$ cat src/rtl/max7219_display.sv
// max7219_display: drives a daisy chain of MAX7219 8-digit 7-segment drivers.
// Each chip shows 4 frame bytes as 8 hex digits. After a one-time INIT the
// block refreshes digit registers 8..1 forever.
//
// Handshake/timing contract on the serial side: cs falls, then 16*NUM_CASCADES
// bits are shifted MSB first; dout only changes in the cycle spi_clk goes (or
// stays) low and is held for a full CLK_DIV low phase before each rising edge;
// CLK_DIV cycles after the last falling edge cs rises, and cs then stays high
// for 2*CLK_DIV cycles before the next transaction.
module max7219_display #(
    parameter int NUM_CASCADES = 2,
    parameter int INTENSITY    = 1,
    parameter int CLK_DIV      = 4
) (
    input  logic        sysclk,
    input  logic        reset,
    input  logic [7:0]  frame [4*NUM_CASCADES],
    output logic        spi_clk,
    output logic        dout,
    output logic        cs,
    output logic        stop,
    output logic [10:1] pin
);

    localparam int SW = 16 * NUM_CASCADES;
    localparam int CW = $clog2(2 * CLK_DIV);
    localparam int BW = $clog2(SW);

    localparam logic [CW-1:0] GAP_LAST   = CW'(2 * CLK_DIV - 1);
    localparam logic [CW-1:0] PHASE_LAST = CW'(CLK_DIV - 1);
    localparam logic [BW-1:0] BIT_LAST   = BW'(SW - 1);
    localparam logic [3:0]    INT4       = 4'(INTENSITY);

    // GAP: cs high between words; SHIFT: clocking bits; TAIL: clock idle before cs rises
    typedef enum logic [1:0] {
        ST_GAP   = 2'd0,
        ST_SHIFT = 2'd1,
        ST_TAIL  = 2'd2
    } state_t;

    state_t          state;
    state_t          state_n;
    logic [CW-1:0]   cnt;
    logic            sclk;
    logic [SW-1:0]   shreg;
    logic [BW-1:0]   bit_cnt;
    logic            init_done;
    logic [2:0]      init_step;
    logic [3:0]      digit;
    logic            stop_q;

    logic [3:0]      cur_addr;
    logic [7:0]      init_data;
    logic [1:0]      digit_j;
    logic [7:0]      sel_byte;
    logic [7:0]      chip_data;
    logic [SW-1:0]   load_word;

    logic gap_end;
    logic phase_end;
    logic last_bit;

    assign gap_end   = (cnt == GAP_LAST);
    assign phase_end = (cnt == PHASE_LAST);
    assign last_bit  = (bit_cnt == BIT_LAST);

    // Digit registers 8,7 show byte 0 of a chip, 6,5 byte 1, and so on.
    assign digit_j = 2'((4'd8 - digit) >> 1);

    // Segment pattern {DP,A,B,C,D,E,F,G} for one hex nibble, DP always off.
    function automatic logic [7:0] hex_seg(input logic [3:0] n);
        case (n)
            4'h0: hex_seg = 8'h7E;
            4'h1: hex_seg = 8'h30;
            4'h2: hex_seg = 8'h6D;
            4'h3: hex_seg = 8'h79;
            4'h4: hex_seg = 8'h33;
            4'h5: hex_seg = 8'h5B;
            4'h6: hex_seg = 8'h5F;
            4'h7: hex_seg = 8'h70;
            4'h8: hex_seg = 8'h7F;
            4'h9: hex_seg = 8'h7B;
            4'hA: hex_seg = 8'h77;
            4'hB: hex_seg = 8'h1F;
            4'hC: hex_seg = 8'h4E;
            4'hD: hex_seg = 8'h3D;
            4'hE: hex_seg = 8'h4F;
            default: hex_seg = 8'h47;
        endcase
    endfunction

    // Register address and INIT data for the transaction about to be (or being) sent.
    always_comb begin
        cur_addr  = digit;
        init_data = 8'h00;
        if (!init_done) begin
            case (init_step)
                3'd0:    begin cur_addr = 4'hF; init_data = 8'h00; end
                3'd1:    begin cur_addr = 4'hC; init_data = 8'h01; end
                3'd2:    begin cur_addr = 4'h9; init_data = 8'h00; end
                3'd3:    begin cur_addr = 4'hB; init_data = 8'h07; end
                default: begin cur_addr = 4'hA; init_data = {4'h0, INT4}; end
            endcase
        end
    end

    // Full chain word: farthest chip in the top 16 bits so it is shifted out first.
    always_comb begin
        load_word = '0;
        sel_byte  = 8'h00;
        chip_data = 8'h00;
        for (int k = 0; k < NUM_CASCADES; k++) begin
            sel_byte  = frame[4*k + int'(digit_j)];
            chip_data = init_done ? hex_seg(digit[0] ? sel_byte[3:0] : sel_byte[7:4])
                                  : init_data;
            load_word[16*k +: 16] = {4'h0, cur_addr, chip_data};
        end
    end

    // State register.
    always_ff @(posedge sysclk or negedge reset) begin
        if (!reset) state <= ST_GAP;
        else        state <= state_n;
    end

    // Next-state logic.
    always_comb begin
        state_n = state;
        case (state)
            ST_GAP:   if (gap_end) state_n = ST_SHIFT;
            ST_SHIFT: if (phase_end && sclk && last_bit) state_n = ST_TAIL;
            ST_TAIL:  if (phase_end) state_n = ST_GAP;
            default:  state_n = ST_GAP;
        endcase
    end

    // Counters, shift register and INIT/refresh sequencing.
    always_ff @(posedge sysclk or negedge reset) begin
        if (!reset) begin
            cnt       <= '0;
            sclk      <= 1'b0;
            shreg     <= '0;
            bit_cnt   <= '0;
            init_done <= 1'b0;
            init_step <= 3'd0;
            digit     <= 4'd8;
            stop_q    <= 1'b0;
        end else begin
            stop_q <= 1'b0;
            case (state)
                ST_GAP: begin
                    if (gap_end) begin
                        // cs falls here: the frame is sampled into the word now
                        cnt     <= '0;
                        sclk    <= 1'b0;
                        bit_cnt <= '0;
                        shreg   <= load_word;
                    end else begin
                        cnt <= cnt + 1'b1;
                    end
                end
                ST_SHIFT: begin
                    if (phase_end) begin
                        cnt <= '0;
                        if (!sclk) begin
                            sclk <= 1'b1;
                        end else begin
                            sclk <= 1'b0;
                            if (!last_bit) begin
                                bit_cnt <= bit_cnt + 1'b1;
                                shreg   <= {shreg[SW-2:0], 1'b0};
                            end
                        end
                    end else begin
                        cnt <= cnt + 1'b1;
                    end
                end
                ST_TAIL: begin
                    if (phase_end) begin
                        cnt <= '0;
                        if (!init_done) begin
                            if (init_step == 3'd4) begin
                                init_done <= 1'b1;
                                digit     <= 4'd8;
                            end else begin
                                init_step <= init_step + 3'd1;
                            end
                        end else if (digit == 4'd1) begin
                            digit  <= 4'd8;
                            stop_q <= 1'b1;
                        end else begin
                            digit <= digit - 4'd1;
                        end
                    end else begin
                        cnt <= cnt + 1'b1;
                    end
                end
                default: cnt <= '0;
            endcase
        end
    end

    // Outputs and debug pins, all decoded from registered state.
    always_comb begin
        cs      = (state == ST_GAP);
        spi_clk = sclk;
        dout    = (state == ST_GAP) ? 1'b0 : shreg[SW-1];
        stop    = stop_q;
        pin     = {2'b00, cur_addr, init_done, cs, dout, spi_clk};
    end

endmodule

$ cat config.mk
export PLATFORM = sky130hd
export DESIGN_NAME = max7219_display
export DESIGN_NICKNAME = d
export VERILOG_FILES = /design/src/rtl/max7219_display.sv
export SDC_FILE = /design/constraint.sdc
export NUM_CORES = 1
export LEC_CHECK = 0
export BUFFER_PORTS_ARGS = -buffer_cell sky130_fd_sc_hd__buf_4
export CORE_UTILIZATION = 40
export CTS_CLUSTER_SIZE = 20
export DETAILED_ROUTE_END_ITERATION = 7
export GPL_TIMING_DRIVEN = 0
export PLACE_DENSITY = 0.73
export SLEW_MARGIN = 30
export SYNTH_ARGS = -nofsm -noshare
export SYNTH_HDL_FRONTEND = slang
export SYNTH_SLANG_ARGS = --single-unit
$ cat constraint.sdc
create_clock -name sysclk -period 3.5 [get_ports sysclk]
set_input_delay 0.7 -clock sysclk [delete_from_list [all_inputs] [get_ports sysclk]]
set_output_delay 0.7 -clock sysclk [all_outputs]
set_load 0.01 [all_outputs]
Word level (Yosys, flattened, before mapping)
Memory sizes are Yosys's and may differ from the RTL's. Cells that the tools add are included.

ROM bits: 224. Word-level logic and storage cells: 97. Memories: 2. Bits in registers: 52. Output and inout port bits: 14.

Reduce and logical (&&, ||, !) cells: 14. $lt $le $gt $ge: 2. Muxes and demuxes: 44. $add $sub $neg: 6. Equality and inequality tests: 16. Bitwise logic cells: 4.

Memory list: (name not given) (words 16, width 7, read ports 1, clocked after memory_dff 0, wr ports 0, line 72) `case (n)`; (name not given) (words 16, width 7, read ports 1, clocked after memory_dff 0, wr ports 0, line 72).

Operators by type and width (number): $mux W32 (4); $ge A32 B4 Y1 const B (2); $pmux W32 S2 (1); $bmux W8 S3 (2); $mux W8 (6); $not A2 Y32 (1); $not A4 Y32 (1); $mux W4 (6); $mux W5 (4); $pmux W3 S2 (2); $pmux W3 S4 (1); $mux W1 (10); $ne A2 B2 Y1 const B (5); $pmux W5 S2 (1); $eq A3 B2 Y1 const B (3); $reduce_and A3 Y1 (3); $add A3 B1 Y3 const B (2); $eq A3 B3 Y1 const B (2); $mux W2 (3); $mux W3 (2); $pmux W2 S3 (1); $add A5 B1 Y5 const B (1); $eq A5 B5 Y1 const B (1); $reduce_and A5 Y1 (1); other kinds (17) (21).

Longest topological paths before layout
Gate-level depths: netlist (run 1). An unclocked memory read counts as a cell.

Depth after elaboration: 11. Mapped depth: 11. Mapped depth without buffers: 10.

Worst setup path before layout (run 1)
OpenSTA, ideal clock, no wires.

Path kind: register -> register. From: reg digit[0]. To: reg shreg[16]. Path slack: 508 ps. Library setup time: 90 ps. Period minus slack after synthesis: 2992 ps. Arrival: 2901 ps. Cell stages (with the launch flop): 12. Cell sequence: dfrtp_1 inv_2 ha_1 buf_6 buf_2 mux4_2 mux2i_1 inv_1 ha_1 mux2_2 a221o_1 o221ai_1.

Word-level cells in the longest chain between the ends: 11.

RTL lines: start: declaration (line 49) `logic [3:0] digit;`; start signal: assignment (line 192) `digit <= digit - 4'd1;`; $sub A1 B3 Y3 (line 68) `assign digit_j = 2'((4'd8 - digit) >> 1);`; $add A3 B2 Y4 (line 113) `sel_byte = frame[4*k + int'(digit_j)];`; $not A4 Y32 (not written as such) (line 113); $bmux W8 S3 (line 113); $mux W8 (not written as such) (2 in series) (line 113); $mux W4 * (line 114) `chip_data = init_done ? hex_seg(digit[0] ? sel_byte[3:0] : sel_byte[7:4])`; $mem_v2 Z16 W7 *; $mux W8 * (line 114); $mux W32 * (line 152) `if (gap_end) begin`; $pmux W32 S2 * (line 150) `case (state)`; end signal: assignment (line 157) `shreg <= load_word;`; end signal: assignment (line 171) `shreg <= {shreg[SW-2:0], 1'b0};`; end: declaration (line 45) `logic [SW-1:0] shreg;`.

Mark *: on every way between the ends. The rest lies on a longest branch, timed or not. The select of a mux whose other input is x is not followed. A chain may end at the register's enable or synchronous reset.

Worst setup path in the final report (run 1)
From: reg digit[0]. To: reg shreg[2].

Word-level cells in the longest chain between the ends: 10.

RTL lines (line): $sub A1 B3 Y3 (68); $not A2 Y32 (not written as such) (113); $bmux W8 S3 (113); $mux W8 (not written as such) (2 in series) (113); $mux W4 * (114); $mem_v2 Z16 W7 *; $mux W8 * (114); $mux W32 * (152); $pmux W32 S2 * (150).

Marked as above.

==> results of run 1 <==
flip-flops by register name, summed over array words and instances, names as in the netlist:
name and count:
bit_cnt 5, cnt 3, digit 4, init_done 1
init_step 3, shreg 32, spi_clk 1, state 2
stop 1
cells by family (layout without fill, tap and decap cells):
logic type	count (synthesis)	count (layout)	share of synthesized area
xor gates and xnor gates	4	4	0.01429
DFF	52	52	0.3458
other	1	2	0.0009957
and+or+nand+nor	123	123	0.1485
AOI/OAI and AO/OA	83	83	0.1475
muxes	51	51	0.1814
adders and majority gates	28	28	0.09302
buffers and inverters	50	138	0.06844
power by group through the flow:
| stage | registers [mW] | clock network [mW] | logic [mW] |
|---|---|---|---|
| after floorplan | 0.612 | 0 | 0.0632 |
| after global placement | 0.612 | 0 | 0.138 |
| after detailed placement | 0.612 | 0 | 0.143 |
| after CTS | 0.600 | 0.339 | 0.143 |
| after global routing | 0.600 | 0.365 | 0.156 |
| final | 0.600 | 0.328 | 0.142 |
layer usage:
metal  vias up  share of wire  track usage
li1       1574              -            -
met1      1486           0.43       0.2375
met2       122           0.50       0.3346
met3         7          0.061      0.02411
met4         0         0.0082      0.03789
met5         -              0            0
cell usage after synthesis (2+ instances only):
library cell,count
buf_2,2
o22ai_1,8
and3_1,3
mux2_2,3
ha_1,28
or3_1,4
o21a_1,2
clkbuf_1,12
nor2b_1,6
a22o_1,2
buf_6,5
o21ai_0,20
mux2i_1,35
a221oi_1,2
nand3_1,18
a21oi_1,22
o31ai_1,5
nor3b_1,2
buf_4,8
nand2_1,52
a21o_1,3
inv_1,20
a221o_1,4
nor3_1,5
mux4_1,4
mux4_2,8
nor2_1,22
buf_1,2
xnor2_1,3
dfrtp_1,51
nand2b_1,6
a221oi_2,2
metrics by stage:
| stage | instance area [um2] | hold slack [ps] |
|---|---|---|
| after CTS | 4568 | 437.8 |
| after global placement | 4487 | 429.7 |
| after floorplan | 3770 | 404.4 |
| final | 4597 | 407.2 |
| after detailed placement | 4487 | 439.3 |
| after global routing | 4597 | 466.3 |
critical path, cell delays in order, from the launching register on:
cell	delay, ps
dfrtp_1	450
inv_2	200
ha_1	300
xor2_4	280
mux4_1	640
mux2i_2	290
inv_1	100
ha_1	270
a221oi_1	340
o221a_2	240
path summary, 6_finish.rpt:
check	endpoint	slack [ps]	depth (start not counted)
worst max-delay path	shreg[2]$_DFFE_PN0P_	330	9
worst min-delay path	cnt[2]$_DFF_PN0_	410	1
worst max register to register	shreg[2]$_DFFE_PN0P_	330	9
worst min register to register	cnt[0]$_DFF_PN0_	450	1
max in group asynchronous	shreg[17]$_DFFE_PN0P_	2640	1
min in group sysclk	cnt[0]$_DFF_PN0_	450	1
final cells by class:
type                            count  share of cell area
Multi-Input combinational cell    291              0.4815
Sequential cell                    52              0.2833
Timing Repair Buffer               81              0.1323
Buffer                             28             0.03783
Tap cell                          111             0.03021
Inverter                           21             0.01715
Clock buffer                        7             0.01660
Clock inverter                      1            0.001089
repair_timing:
item,CTS,global route
setup endpoints to repair,0,4
gates resized for setup,0,1
setup buffers,0,4
==> metrics, run 1 <==
final setup TNS 0 ps; Synth Cell Area 3766 um2; dominant cell type by area after synthesis dfrtp_1; fin. max-slew vios 0; Die Y 99.03 um; total track usage 0.1855; CTS H-tree lvls 2; cell area power density 232.8 nW/um2; Finish-stage setup viols 0; register bit total from synthesis 52; Seq/Total Area, Yosys 0.3458; CTS tree built; Worst-Skew Late Latency 300 ps; Synth area leaders dfrtp_1 (34%), ha_1 (9.3%), mux2i_1 (9.3%); gr ovfl total 0; detailed placer's ending HPWL 6719 um; part of the power in the clock network 0.306; cell-internal power 823.9 uW; Worst Slack Setup Final 327.4 ps; Switching Fraction 0.2300; DRC 0; Critical Path RT 3740 ps; status finished clean; Starting Density 0.4095; Top FF cell, synth dfrtp_1; layout cells sized above 1 0.2578; largest net degree at the start of global routing 53; clk_skew roughly 7.3 ps; hold crit path type input pin to async pin; clock root buffer clkbuf_8; critical path type flop to flop; Post-DRT Antenna Nets 0; CTS Sinks 52; post-cts hold buffer count 0; register area 1303 um2; crit path DAT 3420 ps; Cell variety after synth 55; num rows 35; RSZ-0062 raised after global routing no; Total Wirelength 8556 um; minimum clock period 3173 ps; total power 1.070 mW; setup slack at placement 48.87 ps; Critical Path End Type flop; warnings from Yosys 0; via count 3189; Fin. Hold Viols 0; Post-synth EDFFs 0; Reg2Reg Launch Point digit[0]$_DFFE_PN0P_; Vias/cell 5.387; max cap viols 0; Syn Area/Cell slightly below 10 um2; vias in the first global route 3135; Final GP Congestion 0.8677; CP startpoint kind flop; ANT cells 0; crit path launch digit[0]$_DFFE_PN0P_; placed insts about 580; Port-buffer cells 77; achievable frequency about 0.32 GHz; Yosys top cell area share 0.3389; Final period util 0.9065; IO Count 80; drt wl/cell 14.45 um; initial antenna violation count 0; Final Net Count around 570; Logic pwr share 0.133; CTS max path bufs 2; Sw Pwr 246.1 uW; Worst-Margin Slew 651.5 ps; overall die area 9807 um2; most frequent cells in the layout buf_4 (89), nand2_1 (52), dfrtp_1 (51), mux2i_1 (34), ha_1 (28); Layout area overhead 22.06%; clock transition at the registers of the reported paths 90 ps; core area 9196 um2; ys async rst share 1.000; Filler cells 828; DRT Pass-1 Iters 4; Syn Inst Count 392; Leakage roughly 2.1 nW; most common cell after layout, fill and taps aside buf_4; CP Max Fanout 7; DRT iter0 DRCs between 150 and 200; maximum VDD drop 0.0001510 V; Multi-input gate area 2213 um2; Final Util 0.4999; slew margin rel. 0.5656; fin cells 592; die width 99.03 um; first-pass GRT wire length 14650 um; sequential share of power 0.561; CTS buffer count 5
Note: power is estimated with default switching activity, not from simulation.
==> run 2: changes to the inputs <==
--- a/config.mk
+++ b/config.mk
@@ -6,11 +6,14 @@
 export NUM_CORES = 1
 export LEC_CHECK = 0
 export BUFFER_PORTS_ARGS = -buffer_cell sky130_fd_sc_hd__buf_4
+export CELL_PAD_IN_SITES_DETAIL_PLACEMENT = 0
+export CELL_PAD_IN_SITES_GLOBAL_PLACEMENT = 1
 export CORE_UTILIZATION = 40
 export CTS_CLUSTER_SIZE = 20
 export DETAILED_ROUTE_END_ITERATION = 7
 export GPL_TIMING_DRIVEN = 0
-export PLACE_DENSITY = 0.73
+export HOLD_SLACK_MARGIN = 0.03
+export PLACE_DENSITY = 0.88
 export SLEW_MARGIN = 30
 export SYNTH_ARGS = -nofsm -noshare
 export SYNTH_HDL_FRONTEND = slang
==> run 2 against run 1 <==
Effect of this change: critical endpoint is now shreg[16]$_DFFE_PN0P_; clock-buffer cell count shrank 1; die area is the same; register-to-register slack lost 110 ps; global-route usage shrank 0.23 points; combinational power is essentially flat; clock skew grew 9.2 ps; via count grew 0.13%.
==> metrics, run 2 (synthesized netlist as in run 1, its figures left out) <==
Die Y ~99 um; CTS Sinks 52; largest net degree at the start of global routing 53; clock root buffer clkbuf_8; die width ~99 um; vias in the first global route 3139; hold crit path type input pin to async pin; Critical Path End Type flop; detailed placer's ending HPWL 6569 um; ANT cells 0; num rows 35; Total Wirelength 8580 um; first-pass GRT wire length 14550 um; placed insts about 580; clk_skew between 15 and 20 ps; Finish-stage setup viols 0; Starting Density 0.4095; Final Util 0.5064; overall die area 9807 um2; DRT iter0 DRCs 156; via count 3193; Layout area overhead 23.65%; fin cells between 500 and 600; Post-DRT Antenna Nets 0; clock transition at the registers of the reported paths 110 ps; fin. max-slew vios 0; total track usage 0.1832; Leakage 2.153 nW; largest register by flop count shreg; critical path type flop to flop; core area 9196 um2; Port-buffer cells 77; slew margin rel. 0.5535; status finished clean; drt wl/cell approximately 14 um; CTS tree built; Vias/cell 5.366; Final period util 0.9376; layout cells sized above 1 0.2665; IO Count 80; Worst-Margin Slew 669.8 ps; Final GP Congestion 0.8433; CTS H-tree lvls 2; crit path DAT between 3000 and 4000 ps; Filler cells 865; final setup TNS 0 ps; initial antenna violation count 0; CTS buffer count 5; R2R Setup Slk 220 ps; cell area power density 255.4 nW/um2; DRT Pass-1 Iters 4; Worst-Skew Late Latency 310 ps; CP startpoint kind flop; most frequent cells in the layout buf_4 (91), nand2_1 (52), dfrtp_1 (51), mux2i_1 (34), ha_1 (28); max cap viols 0; DRC 0; setup slack at placement 174.6 ps; RSZ-0062 raised after global routing no; Regs by FF count shreg x32, bit_cnt x5, digit x4; minimum clock period 3282 ps; achievable frequency 0.3047 GHz; CTS max path bufs 2; most common cell after layout, fill and taps aside buf_4; Final Net Count 577; CP Max Fanout 10; post-cts hold buffer count 0; Fin. Hold Viols 0; maximum VDD drop between 0.00015 and 0.0002 V; Worst Slack Setup Final 218.4 ps; Critical Path RT 3720 ps; max reg flops 32; gr ovfl total 0
==> run 2: changes by cell type in the layout (fill, tap and decap cells not counted) <==
cell	previous run	this run
buf_4	89	91
clkinv_2	1	0
clkinv_4	0	1
clkbuf_8	5	6
clkbuf_1	14	12
buf_2	1	2
bufinv_16	0	1
==> run 2: cell type report <==
type / count / area, um2 / area share
multi-input combinational: 291 / 2213 / 0.4753
clock inverter: 2 / 38.79 / 0.008329
buffer: 29 / 178.9 / 0.03842
sequential: 52 / 1303 / 0.2797
inverter: 21 / 78.83 / 0.01693
clock buffer: 6 / 82.58 / 0.01773
timing repair buffer: 83 / 623.1 / 0.1338
tap: 111 / 138.9 / 0.02982
==> run 2: power by group <==
part,internal (mW),switching (mW),leakage (nW),total (mW)
clock,0.234,0.213,0.0614,0.447
combinational,0.0827,0.0587,1.43,0.141
sequential,0.600,0,0.667,0.600
==> run 2: timing repair <==
action,in CTS,in global routing
buffers inserted,0,6
gates resized for setup,0,1
setup endpoints to repair,0,2
==> run 2: path summary, 6_finish.rpt <==
kind | from | end | depth (start not counted)
max | digit[0]$_DFFE_PN0P_ | shreg[16]$_DFFE_PN0P_ | 11
min | reset | cnt[2]$_DFF_PN0_ | 1
max reg2reg | digit[0]$_DFFE_PN0P_ | shreg[16]$_DFFE_PN0P_ | 11
min reg2reg | cnt[0]$_DFF_PN0_ | cnt[0]$_DFF_PN0_ | 1
max in group asynchronous | reset | shreg[6]$_DFFE_PN0P_ | 1
min in group sysclk | cnt[0]$_DFF_PN0_ | cnt[0]$_DFF_PN0_ | 1
==> run 2: worst max-delay path, stage by stage, from the launching register on <==
cell and delay (ps):
dfrtp_1 460, inv_2 150, ha_1 320, buf_6 160, buf_2 270, mux4_2 540
mux2i_2 280, inv_1 140, ha_1 230, mux2_2 270, a221o_1 290, o221ai_1 60
==> run 2: layer usage <==
layer  global-route usage  wire [um]
met1               0.2462       3943
met2               0.3233       4240
met3              0.01986        362
met4              0.02870         34
met5                    0          0
==> run 2: through the flow <==
stage               power, mW  hold WS, ps  cell area [um2]
global placement       0.7511        427.5             4487
CTS                     1.196        447.6             4608
detailed placement     0.7550        450.1             4487
floorplan              0.6756        404.4             3770
global route            1.240        458.3             4657
finish                  1.189        410.9             4657
==> run 3: changes to the inputs <==
--- a/config.mk
+++ b/config.mk
@@ -5,15 +5,15 @@
 export SDC_FILE = /design/constraint.sdc
 export NUM_CORES = 1
 export LEC_CHECK = 0
-export BUFFER_PORTS_ARGS = -buffer_cell sky130_fd_sc_hd__buf_4
 export CELL_PAD_IN_SITES_DETAIL_PLACEMENT = 0
 export CELL_PAD_IN_SITES_GLOBAL_PLACEMENT = 1
 export CORE_UTILIZATION = 40
 export CTS_CLUSTER_SIZE = 20
 export DETAILED_ROUTE_END_ITERATION = 7
+export DONT_BUFFER_PORTS = 1
 export GPL_TIMING_DRIVEN = 0
 export HOLD_SLACK_MARGIN = 0.03
-export PLACE_DENSITY = 0.88
+export PLACE_DENSITY = 0.79
 export SLEW_MARGIN = 30
 export SYNTH_ARGS = -nofsm -noshare
 export SYNTH_HDL_FRONTEND = slang
==> run 3 against run 2 <==
Effect of this change: register-to-register slack is essentially flat; largest cell class unchanged; clock power shrank 19%; die area is the same; critical path type unchanged; first-iteration DRC count grew 10%; critical endpoint unchanged; largest power group unchanged.
==> metrics, run 3 (synthesized netlist as in run 1, its figures left out) <==
slew margin rel. 0.5786; status finished clean; Critical Path End Type flop; achievable frequency about 0.31 GHz; via count 2920; die width 99.03 um; vias in the first global route 2934; fin. max-slew vios 0; Final Net Count 501; Die Y around 100 um; initial antenna violation count 0; Port-buffer cells 0; worst path cell trace inv_2 > ha_1 > buf_6 > buf_2 > mux4_2 > mux2i_2 > inv_1 > ha_1 > mux2_2 > a221o_1 > o221ai_1; DRT iter0 DRCs 172; Starting Density 0.4095; CP Max Fanout 10; Fin. Hold Viols 0; Final GP Congestion just over 0.8; CTS max path bufs 2; Worst-Margin Slew roughly 630 ps; first-pass GRT wire length 14260 um; Total Wirelength around 8300 um; max reg flops 32; CTS tree built; Final period util 0.9355; CP most frequent cell ha_1; final non-filler cell area around 4000 um2; Final Util 0.4418; hold slack 68.09 ps; ANT cells 0; IO Count 80; most common cell after layout, fill and taps aside nand2_1; hold crit path type input pin to async pin; core area between 9000 and 10000 um2; DRT Pass-1 Iters 5; clk_skew 15.75 ps; clock transition at the registers of the reported paths 100 ps; largest register by flop count shreg; most frequent cells in the layout nand2_1 (52), dfrtp_1 (51), mux2i_1 (33), ha_1 (28); Finish-stage setup viols 0; num rows 35; clock root buffer clkbuf_8; Multi-input gate area between 2000 and 2500 um2; Critical Path RT 3730 ps; total power 1.039 mW; CTS buffer count 5; post-cts hold buffer count 0; drt wl/cell 15.93 um; crit path DAT approximately 3500 ps; Regs by FF count shreg x32, bit_cnt x5, digit x4; fin cells 519; total track usage 0.1833; Worst-Skew Late Latency 310 ps; CP startpoint kind flop; Placed Area 3909 um2; critical path type flop to flop; Slowest-stage cell, CP mux4_2; CTS Sinks 52; DRC 0; overall die area between 9000 and 10000 um2; detailed placer's ending HPWL roughly 6300 um; Leakage 1.765 nW; maximum VDD drop 0.0001445 V; register area 1303 um2; layout cells sized above 1 0.1299; max incr delay on CP 550 ps; max cap viols 0; placed insts 504; Vias/cell 5.626; gr ovfl total 0; minimum clock period 3274 ps; cell area power density 255.7 nW/um2; Filler cells 903; CTS H-tree lvls 2; Post-DRT Antenna Nets 0; largest net degree at the start of global routing 53; Layout area overhead 7.874%
## run 3: changes by cell type in the layout (fill, tap and decap cells not counted), sizes merged
cell      delta
clkbuf       +1
clkinv       -1
buf         -76
bufinv       -1
clkinvlp     +1
## run 3: critical path, delay by kind of cell, from the launching register on
kind | cells | cell delay (ps)
flip-flops | 1 | 460
buffers and inverters | 4 | 730
multiplexers | 3 | 1100
adder cells (fa/ha/maj) | 2 | 550
AO/OA/AOI/OAI | 2 | 350
## run 3: power by group
group	internal, mW	switching [mW]	total [mW]
clock network	0.161	0.202	0.363
registers	0.600	0	0.600
logic	0.0384	0.0373	0.0757
total	0.800	0.239	1.04
## run 3: layer usage
layer	share of wire	track usage	wire length, um
met1	0.46	0.2463	3781
met2	0.48	0.3131	3951
met3	0.058	0.02553	479
met5	0	0	0
met4	0.0069	0.04248	57
## run 3: what timing repair did
| item | CTS | global route |
|---|---|---|
| setup buffers | 0 | 7 |
| setup endpoints to repair | 0 | 3 |
| gates resized for setup | 0 | 2 |
## run 3: through the flow
stage	TNS, ps	setup WS (ps)
2_1_floorplan	0	508.3
3_3_place_gp	0	183.7
3_5_place_dp	0	137.6
4_1_cts	0	112.7
5_1_grt	-12.13	-12.13
6_report	0	225.8
## run 3: path summary, 6_finish.rpt
kind | to | slack [ps] | cells after the start | from
worst max-delay path | shreg[16]$_DFFE_PN0P_ | 230 | 11 | digit[0]$_DFFE_PN0P_
worst min-delay path | shreg[28]$_DFFE_PN0P_ | 70 | 0 | reset
worst max register to register | shreg[16]$_DFFE_PN0P_ | 230 | 11 | digit[0]$_DFFE_PN0P_
worst min register to register | cnt[0]$_DFF_PN0_ | 450 | 1 | cnt[0]$_DFF_PN0_
max in group asynchronous | digit[3]$_DFFE_PN1P_ | 3250 | 0 | reset
min in group sysclk | cnt[0]$_DFF_PN0_ | 450 | 1 | cnt[0]$_DFF_PN0_
## run 3: final cells by class
class                      instances  area share
inverter                          21     0.01940
tap                              111     0.03419
timing repair buffer               7     0.01294
clock inverter                     1    0.001848
multi-input combinational        291      0.5457
buffer                            29     0.04404
sequential                        52      0.3206
clock buffer                       7     0.02125
